===== src/rtl/factorial_pkg.sv =====
// Shared types and default widths for the factorial core and its dispatcher.
package factorial_pkg;

   localparam int DEF_IN_DATA_WD  = 3;
   localparam int DEF_OUT_DATA_WD = 16;

   typedef enum logic [1:0] {
      IDLE,
      ISSUE,
      WAIT,
      HOLD
   } dispatch_state_t;

   typedef logic [DEF_IN_DATA_WD-1:0]  arg_t;
   typedef logic [DEF_OUT_DATA_WD-1:0] result_t;

endpackage


===== src/rtl/factorial_dispatcher_if.sv =====
// Request, core and response signals of the factorial dispatcher.
interface factorial_dispatcher_if
   import factorial_pkg::*;
#(
   parameter int IN_DATA_WD  = DEF_IN_DATA_WD,
   parameter int OUT_DATA_WD = DEF_OUT_DATA_WD
);

   logic                   req_valid;
   logic                   req_ready;
   logic [IN_DATA_WD-1:0]  req_data;
   logic [IN_DATA_WD-1:0]  fact_in_data;
   logic                   fact_in_valid;
   logic [OUT_DATA_WD-1:0] fact_out_data;
   logic                   fact_out_valid;
   logic                   fact_out_busy;
   logic                   rsp_valid;
   logic                   rsp_ready;
   logic [IN_DATA_WD-1:0]  rsp_arg;
   logic [OUT_DATA_WD-1:0] rsp_data;
   logic                   err_timeout;
   logic                   err_spurious;

   modport slave (
      input  req_valid,
      input  req_data,
      input  fact_out_data,
      input  fact_out_valid,
      input  fact_out_busy,
      input  rsp_ready,
      output req_ready,
      output fact_in_data,
      output fact_in_valid,
      output rsp_valid,
      output rsp_arg,
      output rsp_data,
      output err_timeout,
      output err_spurious
   );

   modport master (
      output req_valid,
      output req_data,
      output fact_out_data,
      output fact_out_valid,
      output fact_out_busy,
      output rsp_ready,
      input  req_ready,
      input  fact_in_data,
      input  fact_in_valid,
      input  rsp_valid,
      input  rsp_arg,
      input  rsp_data,
      input  err_timeout,
      input  err_spurious
   );

endinterface


===== src/rtl/factorial_req_fifo.sv =====
// First-word-fall-through request FIFO; storage clears on reset.
module factorial_req_fifo
   import factorial_pkg::*;
#(
   parameter int DEPTH = 4,
   parameter int WD    = DEF_IN_DATA_WD
) (
   input  logic                     clk,
   input  logic                     resetn,
   input  logic                     push,
   input  logic [WD-1:0]            push_data,
   input  logic                     pop,
   output logic [WD-1:0]            head,
   output logic                     full,
   output logic                     empty,
   output logic [$clog2(DEPTH):0]   count
);

   localparam int AW = $clog2(DEPTH);
   localparam int CW = AW + 1;

   logic [WD-1:0] mem [DEPTH];
   logic [AW-1:0] wr_ptr;
   logic [AW-1:0] rd_ptr;
   logic          do_push;
   logic          do_pop;

   assign full    = (count == CW'(DEPTH));
   assign empty   = (count == '0);
   assign head    = mem[rd_ptr];
   assign do_push = push && !full;
   assign do_pop  = pop && !empty;

   always_ff @(posedge clk) begin
      if (!resetn) begin
         for (int i = 0; i < DEPTH; i++) begin
            mem[i] <= '0;
         end
         wr_ptr <= '0;
         rd_ptr <= '0;
         count  <= '0;
      end else begin
         if (do_push) begin
            mem[wr_ptr] <= push_data;
            wr_ptr      <= wr_ptr + 1'b1;
         end
         if (do_pop) begin
            rd_ptr <= rd_ptr + 1'b1;
         end
         unique case ({do_push, do_pop})
            2'b10:   count <= count + 1'b1;
            2'b01:   count <= count - 1'b1;
            default: count <= count;
         endcase
      end
   end

endmodule


===== src/rtl/factorial_dispatcher.sv =====
// Queues factorial requests, issues one at a time to the core and
// holds each result for downstream; flags core timeouts and stray results.
module factorial_dispatcher
   import factorial_pkg::*;
#(
   parameter int IN_DATA_WD     = DEF_IN_DATA_WD,
   parameter int OUT_DATA_WD    = DEF_OUT_DATA_WD,
   parameter int REQ_DEPTH      = 4,
   parameter int TIMEOUT_CYCLES = 64
) (
   input logic                  clk,
   input logic                  resetn,
   factorial_dispatcher_if.slave bus
);

   localparam int TW = $clog2(TIMEOUT_CYCLES) + 1;
   localparam int CW = $clog2(REQ_DEPTH) + 1;
   localparam logic [TW-1:0] TERM = TW'(TIMEOUT_CYCLES - 1);

   dispatch_state_t        state;
   logic [TW-1:0]          timer;
   logic [IN_DATA_WD-1:0]  pend_arg;
   logic [IN_DATA_WD-1:0]  head;
   logic [CW-1:0]          count;
   logic                   full;
   logic                   empty;
   logic                   push;
   logic                   pop;
   logic                   issue;
   logic                   rsp_valid;
   logic [IN_DATA_WD-1:0]  rsp_arg;
   logic [OUT_DATA_WD-1:0] rsp_data;
   logic                   err_timeout;
   logic                   err_spurious;

   assign push = bus.req_valid && !full;
   assign pop  = (state == ISSUE) && !empty;

   assign bus.req_ready     = !full;
   assign bus.fact_in_data  = head;
   assign bus.fact_in_valid = issue;
   assign bus.rsp_valid     = rsp_valid;
   assign bus.rsp_arg       = rsp_arg;
   assign bus.rsp_data      = rsp_data;
   assign bus.err_timeout   = err_timeout;
   assign bus.err_spurious  = err_spurious;

   factorial_req_fifo #(
      .DEPTH (REQ_DEPTH),
      .WD    (IN_DATA_WD)
   ) u_fifo (
      .clk       (clk),
      .resetn    (resetn),
      .push      (push),
      .push_data (bus.req_data),
      .pop       (pop),
      .head      (head),
      .full      (full),
      .empty     (empty),
      .count     (count)
   );

   always_ff @(posedge clk) begin
      if (!resetn) begin
         state        <= IDLE;
         timer        <= '0;
         pend_arg     <= '0;
         issue        <= 1'b0;
         rsp_valid    <= 1'b0;
         rsp_arg      <= '0;
         rsp_data     <= '0;
         err_timeout  <= 1'b0;
         err_spurious <= 1'b0;
      end else begin
         issue <= 1'b0;
         if (bus.fact_out_valid && state != WAIT) begin
            err_spurious <= 1'b1;
         end
         unique case (state)
            IDLE: begin
               if (count != '0 && !bus.fact_out_busy) begin
                  state <= ISSUE;
                  issue <= 1'b1;
               end
            end
            ISSUE: begin
               pend_arg <= head;
               timer    <= '0;
               state    <= WAIT;
            end
            // A result arriving on the terminal count still wins
            WAIT: begin
               if (bus.fact_out_valid) begin
                  rsp_valid <= 1'b1;
                  rsp_arg   <= pend_arg;
                  rsp_data  <= bus.fact_out_data;
                  state     <= HOLD;
               end else if (timer == TERM) begin
                  err_timeout <= 1'b1;
                  state       <= IDLE;
               end else begin
                  timer <= timer + 1'b1;
               end
            end
            HOLD: begin
               if (bus.rsp_ready) begin
                  rsp_valid <= 1'b0;
                  state     <= IDLE;
               end
            end
            default: state <= IDLE;
         endcase
      end
   end

endmodule

===== src/flat_wrapper.sv =====
// flat-port wrapper written by rule: the top's interface ports become plain ports
module factorial_dispatcher_flat import factorial_pkg::*;
#(
   parameter int IN_DATA_WD     = DEF_IN_DATA_WD,
   parameter int OUT_DATA_WD    = DEF_OUT_DATA_WD,
   parameter int REQ_DEPTH      = 4,
   parameter int TIMEOUT_CYCLES = 64
)
  (clk, resetn, bus_req_valid, bus_req_data, bus_fact_out_data, bus_fact_out_valid, bus_fact_out_busy, bus_rsp_ready, bus_req_ready, bus_fact_in_data, bus_fact_in_valid, bus_rsp_valid, bus_rsp_arg, bus_rsp_data, bus_err_timeout, bus_err_spurious);
  factorial_dispatcher_if #(.IN_DATA_WD(IN_DATA_WD), .OUT_DATA_WD(OUT_DATA_WD)) bus_i ();
  input logic clk;
  input logic resetn;
  input wire logic [$bits(bus_i.req_valid)-1:0] bus_req_valid;
  input wire logic [$bits(bus_i.req_data)-1:0] bus_req_data;
  input wire logic [$bits(bus_i.fact_out_data)-1:0] bus_fact_out_data;
  input wire logic [$bits(bus_i.fact_out_valid)-1:0] bus_fact_out_valid;
  input wire logic [$bits(bus_i.fact_out_busy)-1:0] bus_fact_out_busy;
  input wire logic [$bits(bus_i.rsp_ready)-1:0] bus_rsp_ready;
  output wire logic [$bits(bus_i.req_ready)-1:0] bus_req_ready;
  output wire logic [$bits(bus_i.fact_in_data)-1:0] bus_fact_in_data;
  output wire logic [$bits(bus_i.fact_in_valid)-1:0] bus_fact_in_valid;
  output wire logic [$bits(bus_i.rsp_valid)-1:0] bus_rsp_valid;
  output wire logic [$bits(bus_i.rsp_arg)-1:0] bus_rsp_arg;
  output wire logic [$bits(bus_i.rsp_data)-1:0] bus_rsp_data;
  output wire logic [$bits(bus_i.err_timeout)-1:0] bus_err_timeout;
  output wire logic [$bits(bus_i.err_spurious)-1:0] bus_err_spurious;
  assign bus_i.req_valid = bus_req_valid;
  assign bus_i.req_data = bus_req_data;
  assign bus_i.fact_out_data = bus_fact_out_data;
  assign bus_i.fact_out_valid = bus_fact_out_valid;
  assign bus_i.fact_out_busy = bus_fact_out_busy;
  assign bus_i.rsp_ready = bus_rsp_ready;
  assign bus_req_ready = bus_i.req_ready;
  assign bus_fact_in_data = bus_i.fact_in_data;
  assign bus_fact_in_valid = bus_i.fact_in_valid;
  assign bus_rsp_valid = bus_i.rsp_valid;
  assign bus_rsp_arg = bus_i.rsp_arg;
  assign bus_rsp_data = bus_i.rsp_data;
  assign bus_err_timeout = bus_i.err_timeout;
  assign bus_err_spurious = bus_i.err_spurious;
  factorial_dispatcher #(.IN_DATA_WD(IN_DATA_WD), .OUT_DATA_WD(OUT_DATA_WD), .REQ_DEPTH(REQ_DEPTH), .TIMEOUT_CYCLES(TIMEOUT_CYCLES)) u_core (.clk(clk), .resetn(resetn), .bus(bus_i));
endmodule

===== config.mk =====
export PLATFORM = sky130hd
export DESIGN_NAME = factorial_dispatcher_flat
export DESIGN_NICKNAME = d
export VERILOG_FILES = /design/src/rtl/factorial_pkg.sv /design/src/rtl/factorial_dispatcher_if.sv /design/src/rtl/factorial_req_fifo.sv /design/src/rtl/factorial_dispatcher.sv /design/src/flat_wrapper.sv
export SDC_FILE = /design/constraint.sdc
export NUM_CORES = 1
export LEC_CHECK = 0
export BUFFER_PORTS_ARGS = -buffer_cell sky130_fd_sc_hd__buf_2
export CAP_MARGIN = 0
export CORE_ASPECT_RATIO = 0.75
export CORE_UTILIZATION = 50
export CTS_BUF_LIST = sky130_fd_sc_hd__clkbuf_4
export CTS_CLUSTER_DIAMETER = 100
export CTS_CLUSTER_SIZE = 12
export DETAILED_ROUTE_END_ITERATION = 6
export HOLD_SLACK_MARGIN = 0.03
export MAX_ROUTING_LAYER = met4
export PLACE_DENSITY = 0.77
export SYNTH_ARGS = -nofsm -noshare
export SYNTH_HDL_FRONTEND = slang
export SYNTH_SLANG_ARGS = --single-unit
export TNS_END_PERCENT = 50

===== constraint.sdc =====
create_clock -name clk -period 2.2 [get_ports clk]
set_input_delay 0.11 -clock clk [delete_from_list [all_inputs] [get_ports clk]]
set_output_delay 0.11 -clock clk [all_outputs]
set_load 0.1 [all_outputs]

Word level (Yosys, flattened, before mapping)
Memory sizes are Yosys's and may differ from the RTL's. A register that Yosys moved wholly into a read port is not among the register bits.
Index checks and enable logic that the tools add are counted.
{"block": "word_totals", "elab_cells": 77, "regBits": 42, "ram_bits": 12, "out_inout_bits": 27, "inputBits": 25, "n_memories": 1}
{"block": "op_classes", "muxes": 22, "addsub": 5, "n_bitwise": 1, "eq_ne": 14, "reduce_logical": 22}
{"memory": "u_core.u_fifo.mem", "words": 4, "word_bits": 3, "read_ports": 1, "rd_ports_with_merged_regs": 1, "write_ports": 4, "line": "factorial_req_fifo.sv:22", "source": "logic [WD-1:0] mem [DEPTH];"}
{"operator": "$mux 2", "n": 7}
{"operator": "$mux 7", "n": 2}
{"operator": "$pmux 7 s2", "n": 1}
{"operator": "$reduce_and 3->1", "n": 4}
{"operator": "$ne 2x2->1 const B", "n": 5}
{"operator": "$mux 1", "n": 8}
{"operator": "$pmux 2 s4", "n": 1}
{"operator": "$add 7x1->7 const B", "n": 1}
{"operator": "$eq 7x6->1 const B", "n": 1}
{"operator": "$eq 2x2->1 const B", "n": 3}
{"operator": "$logic_and 1x1->1", "n": 6}
{"operator": "$pmux 3 s2", "n": 1}
{"operator": "$reduce_bool 2->1", "n": 3}
{"operator": "$add 2x1->2 const B", "n": 2}
{"operator": "$eq 2x1->1 const B", "n": 2}
{"operator": "$reduce_and 2->1", "n": 2}
{"operator": "$add 3x1->3 const B", "n": 1}
{"operator": "$eq 3x3->1 const B", "n": 1}
{"operator": "$logic_not 1->1", "n": 3}
{"operator": "$logic_not 3->1", "n": 1}
{"operator": "$mux 3", "n": 1}
{"operator": "$ne 3x2->1 const B", "n": 1}
{"operator": "$reduce_bool 3->1", "n": 1}
{"operator": "$reduce_or 3->1", "n": 1}
{"operator": "other kinds (5)", "n": 5}

Depth between registers and ports, before layout
{"block": "depth", "word_depth": 9, "mapped_depth": 10, "depth_no_buf": 8}

Hierarchy
Synthesis repeated with hierarchy kept, for this count alone.
{"block": "unflattened", "cells_unflattened": 251, "hier_area_um2": 2421.1}
{"mod": "factorial_dispatcher", "seq_area_each_um2": 700.7, "cells_each": 167, "instances": 1, "area_each_um2": 1456.4}
{"mod": "factorial_req_fifo", "seq_area_each_um2": 540.5, "cells_each": 84, "instances": 1, "area_each_um2": 964.7}

Worst setup path after synthesis
OpenSTA, ideal clock, no wires.
{"block": "synth_timing", "path_type": "register to register", "start": "register u_core.u_fifo.count[2]", "end": "register u_core.u_fifo.count[2]", "required_time_ns": 2.124, "setup_time_ns": 0.076, "n_path_buf": 0, "slack_ns": -0.426, "synth_period_minus_slack_ns": 2.626, "path_stages_with_launch": 9, "t_arrival_ns": 2.551, "cell_sequence": "dfxtp_1 -> or3b_2 -> nand2_1 -> ha_1 -> inv_1 -> fa_1 -> xor2_1 -> or3_1 -> a21boi_0"}
{"block": "synth_via", "elab_chain_cells": 6, "elab_cells_between_ends": 14, "classes_between": "2 x add/sub; 3 x eq/ne; 1 x mux; 8 x reduce/logical"}
{"item": "from (decl)", "line": "factorial_req_fifo.sv:16", "source": "output logic [$clog2(DEPTH):0] count"}
{"item": "from (signal assigned)", "line": "factorial_req_fifo.sv:51", "source": "2'b10: count <= count + 1'b1;"}
{"item": "from (signal assigned)", "line": "factorial_req_fifo.sv:52", "source": "2'b01: count <= count - 1'b1;"}
{"item": "from (signal assigned)", "line": "factorial_req_fifo.sv:53", "source": "default: count <= count;"}
{"item": "$eq 3x3->1 (*)", "line": "factorial_req_fifo.sv:28", "source": "assign full = (count == CW'(DEPTH));"}
{"item": "$logic_not 1->1 (*)"}
{"item": "via bus_req_ready", "line": "flat_wrapper.sv:19", "source": "output wire logic [$bits(bus_i.req_ready)-1:0] bus_req_ready;"}
{"item": "$logic_and 1x1->1", "line": "factorial_dispatcher.sv:36", "source": "assign push = bus.req_valid && !full;"}
{"item": "$logic_and 1x1->1 (*)", "line": "factorial_req_fifo.sv:31", "source": "assign do_push = push && !full;"}
{"item": "$eq 2x1->1 / $eq 2x2->1 (equally long branches)", "line": "factorial_req_fifo.sv:50", "source": "unique case ({do_push, do_pop})"}
{"item": "$pmux 3 s2 / $reduce_bool 2->1 (equally long branches)"}
The timed path passes the listed nets; every way through them passes the cells marked *.
A chain may end at the register's enable or synchronous reset.

Worst setup path after layout
{"block": "layout_timing", "start": "register u_core.u_fifo.count[0]", "end": "register u_core.u_fifo.count[2]"}
{"block": "layout_via", "elab_chain_cells": 6, "elab_cells_between_ends": 14, "classes_between": "2 x add/sub; 3 x eq/ne; 1 x mux; 8 x reduce/logical"}
{"item": "$eq 3x3->1 / $logic_not 3->1 (equally long branches)", "line": "factorial_req_fifo.sv:28, factorial_req_fifo.sv:29"}
{"item": "$logic_not 1->1 (on tied branches)"}
{"item": "$logic_and 1x1->1 (on tied branches)", "line": "factorial_dispatcher.sv:36, factorial_dispatcher.sv:37"}
{"item": "$logic_and 1x1->1 (on tied branches)", "line": "factorial_req_fifo.sv:31, factorial_req_fifo.sv:32"}
{"item": "$eq 2x1->1 / $eq 2x2->1 (equally long branches)", "line": "factorial_req_fifo.sv:50"}
{"item": "$pmux 3 s2 / $reduce_bool 2->1 (equally long branches)"}
Several ways; a longest one is shown, not always the timed one.

==> metrics.yaml <==
timing:
  period_share_pct: 95.0
  fin_skew_ns: 0.0143
  slew_violations: 0
  fmax_ghz: 0.478
  tightest_slew_ns: 0.597
  hold_ws_ns: 0.0432
  min_period_ns: 2.09
  setup_tns_ns: 0
  rsz0062_at_grt: "no"
  finalSetupViolCount: 0
  setup_ws_ns: 0.109
  hold_violations: 0
  slew_headroom_pct: 60.1
synthesis:
  yosysWarningCount: 0
  seq_area_frac_synth_pct: 51.4
  synth_top_area_share_pct: 36.5
  synth-seq-cells: 56
  synth_most_common_cell: "nand2_1"
  synth_top_cells_by_count: "51 x nand2_1, 44 x dfxtp_1, 24 x a21boi_0"
  synth.distinct_cells: 41
  synth-edff-count: 12
  syn_area_per_cell_sq_um: 9.69
  syn-num-nets: 277
  async_flop_share_pct: 0
  yosys-top-cells-area: "dfxtp_1 36%, edfxtp_1 15%, nand2_1 7.9%"
  syn_inst: 249
  synth_top_area_cell: "dfxtp_1"
  ys.flop_type: "dfxtp_1"
  syn-cell-area_sq_um: 2410
critical_path:
  reg2reg_slack_ns: 0.11
  r2r_cells: 8
  cp_data_arrival_time_ns: 2.41
  rr_startpoint: "u_core.u_fifo.count[0]"
  required_ns: 2.52
  start_kind: "flip-flop"
  r2r_end: "u_core.u_fifo.count[2]"
  critPathKind: "reg -> reg"
  end_kind: "flip-flop"
  critPathMaxFanout: 4
power_and_ir_drop:
  seqPwrFrac_pct: 54.4
  power.share.clock_pct: 21.5
  max-vdd-ir-drop_mv: 0.366
  totalPowerFinal_mw: 2.12
  powerDensity_nw_per_um2: 721
  power_switching_uw: 724
  swShare_pct: 34.2
  pwr-share-comb_pct: 24.1
  p_leak_nw: 1.20
  power.internal_mw: 1.40
placed_design:
  routabilityCongestion: 0.833
  portBuffers: 51
  place_ws_ns: 0.123
  dp_hpwl_microns: 3330
  place_area_sq_um: 2720
drt:
  drtPass1Iterations: 4
  finalWirelength_microns: 5030
  vias: 1934
  first_iter_violations: 99
  drcViolationCount: 0
  routedWlPerCell_microns: 13.6
  antenna_left: 0
  post_drt_via_cell_ratio: 5.23
global_route:
  first_global_vias: 1850
  antenna_found_initial: 0
  grt_pass1_wl_microns: 8090
  overflow: 0
  grt_max_degree: 31
  grt_usage_pct: 21.2
cells_and_area:
  fin_area_sq_um: 2940
  seq_area_sq_um: 1240
  multi_input_area_sq_um: 1080
  num-fill-cells: 376
  syn_to_final_growth_pct: 21.9
  drive_above_1_share_pct: 23.6
  antenna_cells: 0
  nNetsFinal: 340
die:
  coreArea_sq_um: 4550
  rows: 21
  pin_count: 52
  die-area_sq_um: 5110
  initial_core_util_pct: 53.1
  die_y_microns: 62.2
  die_width_microns: 82.2
worst_hold_path:
  hp-class: "in -> reg"
  worstHoldEndpoint: "u_core.bus.fact_in_valid"
  holdPathStages: 3
  holdCritStartpoint: "bus_fact_out_busy"
cts:
  cts_root_buffer: "clkbuf_4"
  cts_buffers: 5
  clock_sinks: 56
  clk_pin_slew_ns: 0.15
  clock_latency_ns: 0.38
  cts_buffer_depth: 2
  tritoncts: "yes"
  h-tree-depth: 2
job:
  maxCapViolCount: 0
outcome:
  status: "complete, no violations"
metrics by stage:
stage          utilization [%]  cells
2_1_floorplan                -    249
3_3_place_gp              59.9    346
3_5_place_dp              59.9    346
4_1_cts                   64.7    370
5_1_grt                   64.7    370
6_report                  64.7    370
flip-flops by register name, summed over array words and instances (netlist names), named ones only:
signal and flops:
u_core.timer 7, u_core.bus.rsp_arg 3, u_core.bus.err_timeout 1, u_core.bus.rsp_data 16, u_core.u_fifo.mem 12, u_core.state 2, u_core.u_fifo.wr_ptr 2, u_core.u_fifo.count 3
u_core.bus.err_spurious 1, u_core.bus.rsp_valid 1, u_core.u_fifo.rd_ptr 2, u_core.bus.fact_in_valid 1, u_core.pend_arg 3
timing repair:
item / in CTS / in global routing
buffers inserted: 0 / 0
gates resized for setup: 0 / 0
hold buffers: 16 / 0
endpoints found under the hold margin: 16 / 0
power by group through the flow:
stage | Clock, mW | Combinational, mW | Sequential, mW
final | 0.455 | 0.512 | 1.15
after detailed placement | 0 | 0.487 | 1.18
after CTS | 0.467 | 0.510 | 1.15
after floorplan | 0 | 0.270 | 1.30
after global placement | 0 | 0.483 | 1.17
after global routing | 0.504 | 0.547 | 1.16
cells in the final DEF, fill, tap and decap left out, drive strengths merged, types with 2 or more instances in the layout:
master        n
buf          56
nand2        51
dfxtp        44
a21boi       24
dlygate4sd3  16
edfxtp       12
and2         11
nor2         10
inv          10
o21ai         7
nand3         6
nor2b         6
nor3          5
clkbuf        5
nand2b        4
xnor2         4
mux2i         4
a21oi         4
mux4          3
xor2          3
nor3b         3
and3          2
a31oi         2
o21a          2
nor4          2
ha            2
cells by family after synthesis:
family                   share of synthesized area, %
AO/OA/AOI/OAI                                    13.4
AND/OR/NAND/NOR                                  21.7
multiplexers                                     4.46
adder cells (fa/ha/maj)                          1.87
buffers and inverters                            4.67
XOR/XNOR                                         2.54
flip-flops                                       51.4
layer usage:
metal  track usage (%)  vias up  routed length, microns
li1                  -      975                       -
met1              26.5      893                    2330
met2              33.8       62                    2300
met3              5.29        4                     354
met4              5.92        0                      38
met5                 -        -                       0
cell type report:
type | instances | area share (%)
Clock buffer | 5 | 1.28
Clock inverter | 3 | 0.723
Inverter | 8 | 1.02
Multi-Input combinational cell | 169 | 36.9
Sequential cell | 56 | 42.3
Tap cell | 57 | 2.42
Timing Repair Buffer | 72 | 15.4
worst max-delay path: stages (launching register included):
cell	delay, ns
dfxtp_2	0.37
or3b_4	0.43
nand2_4	0.10
ha_4	0.14
inv_1	0.05
fa_2	0.37
xor2_1	0.15
or3_1	0.30
a21boi_1	0.12
worst max-delay path by stage:
stage,start,slack [ns],endpoint,cells after the start
floorplan,u_core.u_fifo.count[0],0.005,u_core.u_fifo.count[2],8
global placement,u_core.u_fifo.count[0],0.17,u_core.u_fifo.count[2],8
detailed placement,u_core.u_fifo.count[0],0.12,u_core.u_fifo.count[2],8
CTS,u_core.u_fifo.count[0],0.09,u_core.u_fifo.count[2],8
global route,u_core.u_fifo.count[0],0.03,u_core.u_fifo.count[2],8
finish,u_core.u_fifo.count[0],0.11,u_core.u_fifo.count[2],8
No activity file was read; power rests on OpenSTA's default activity.
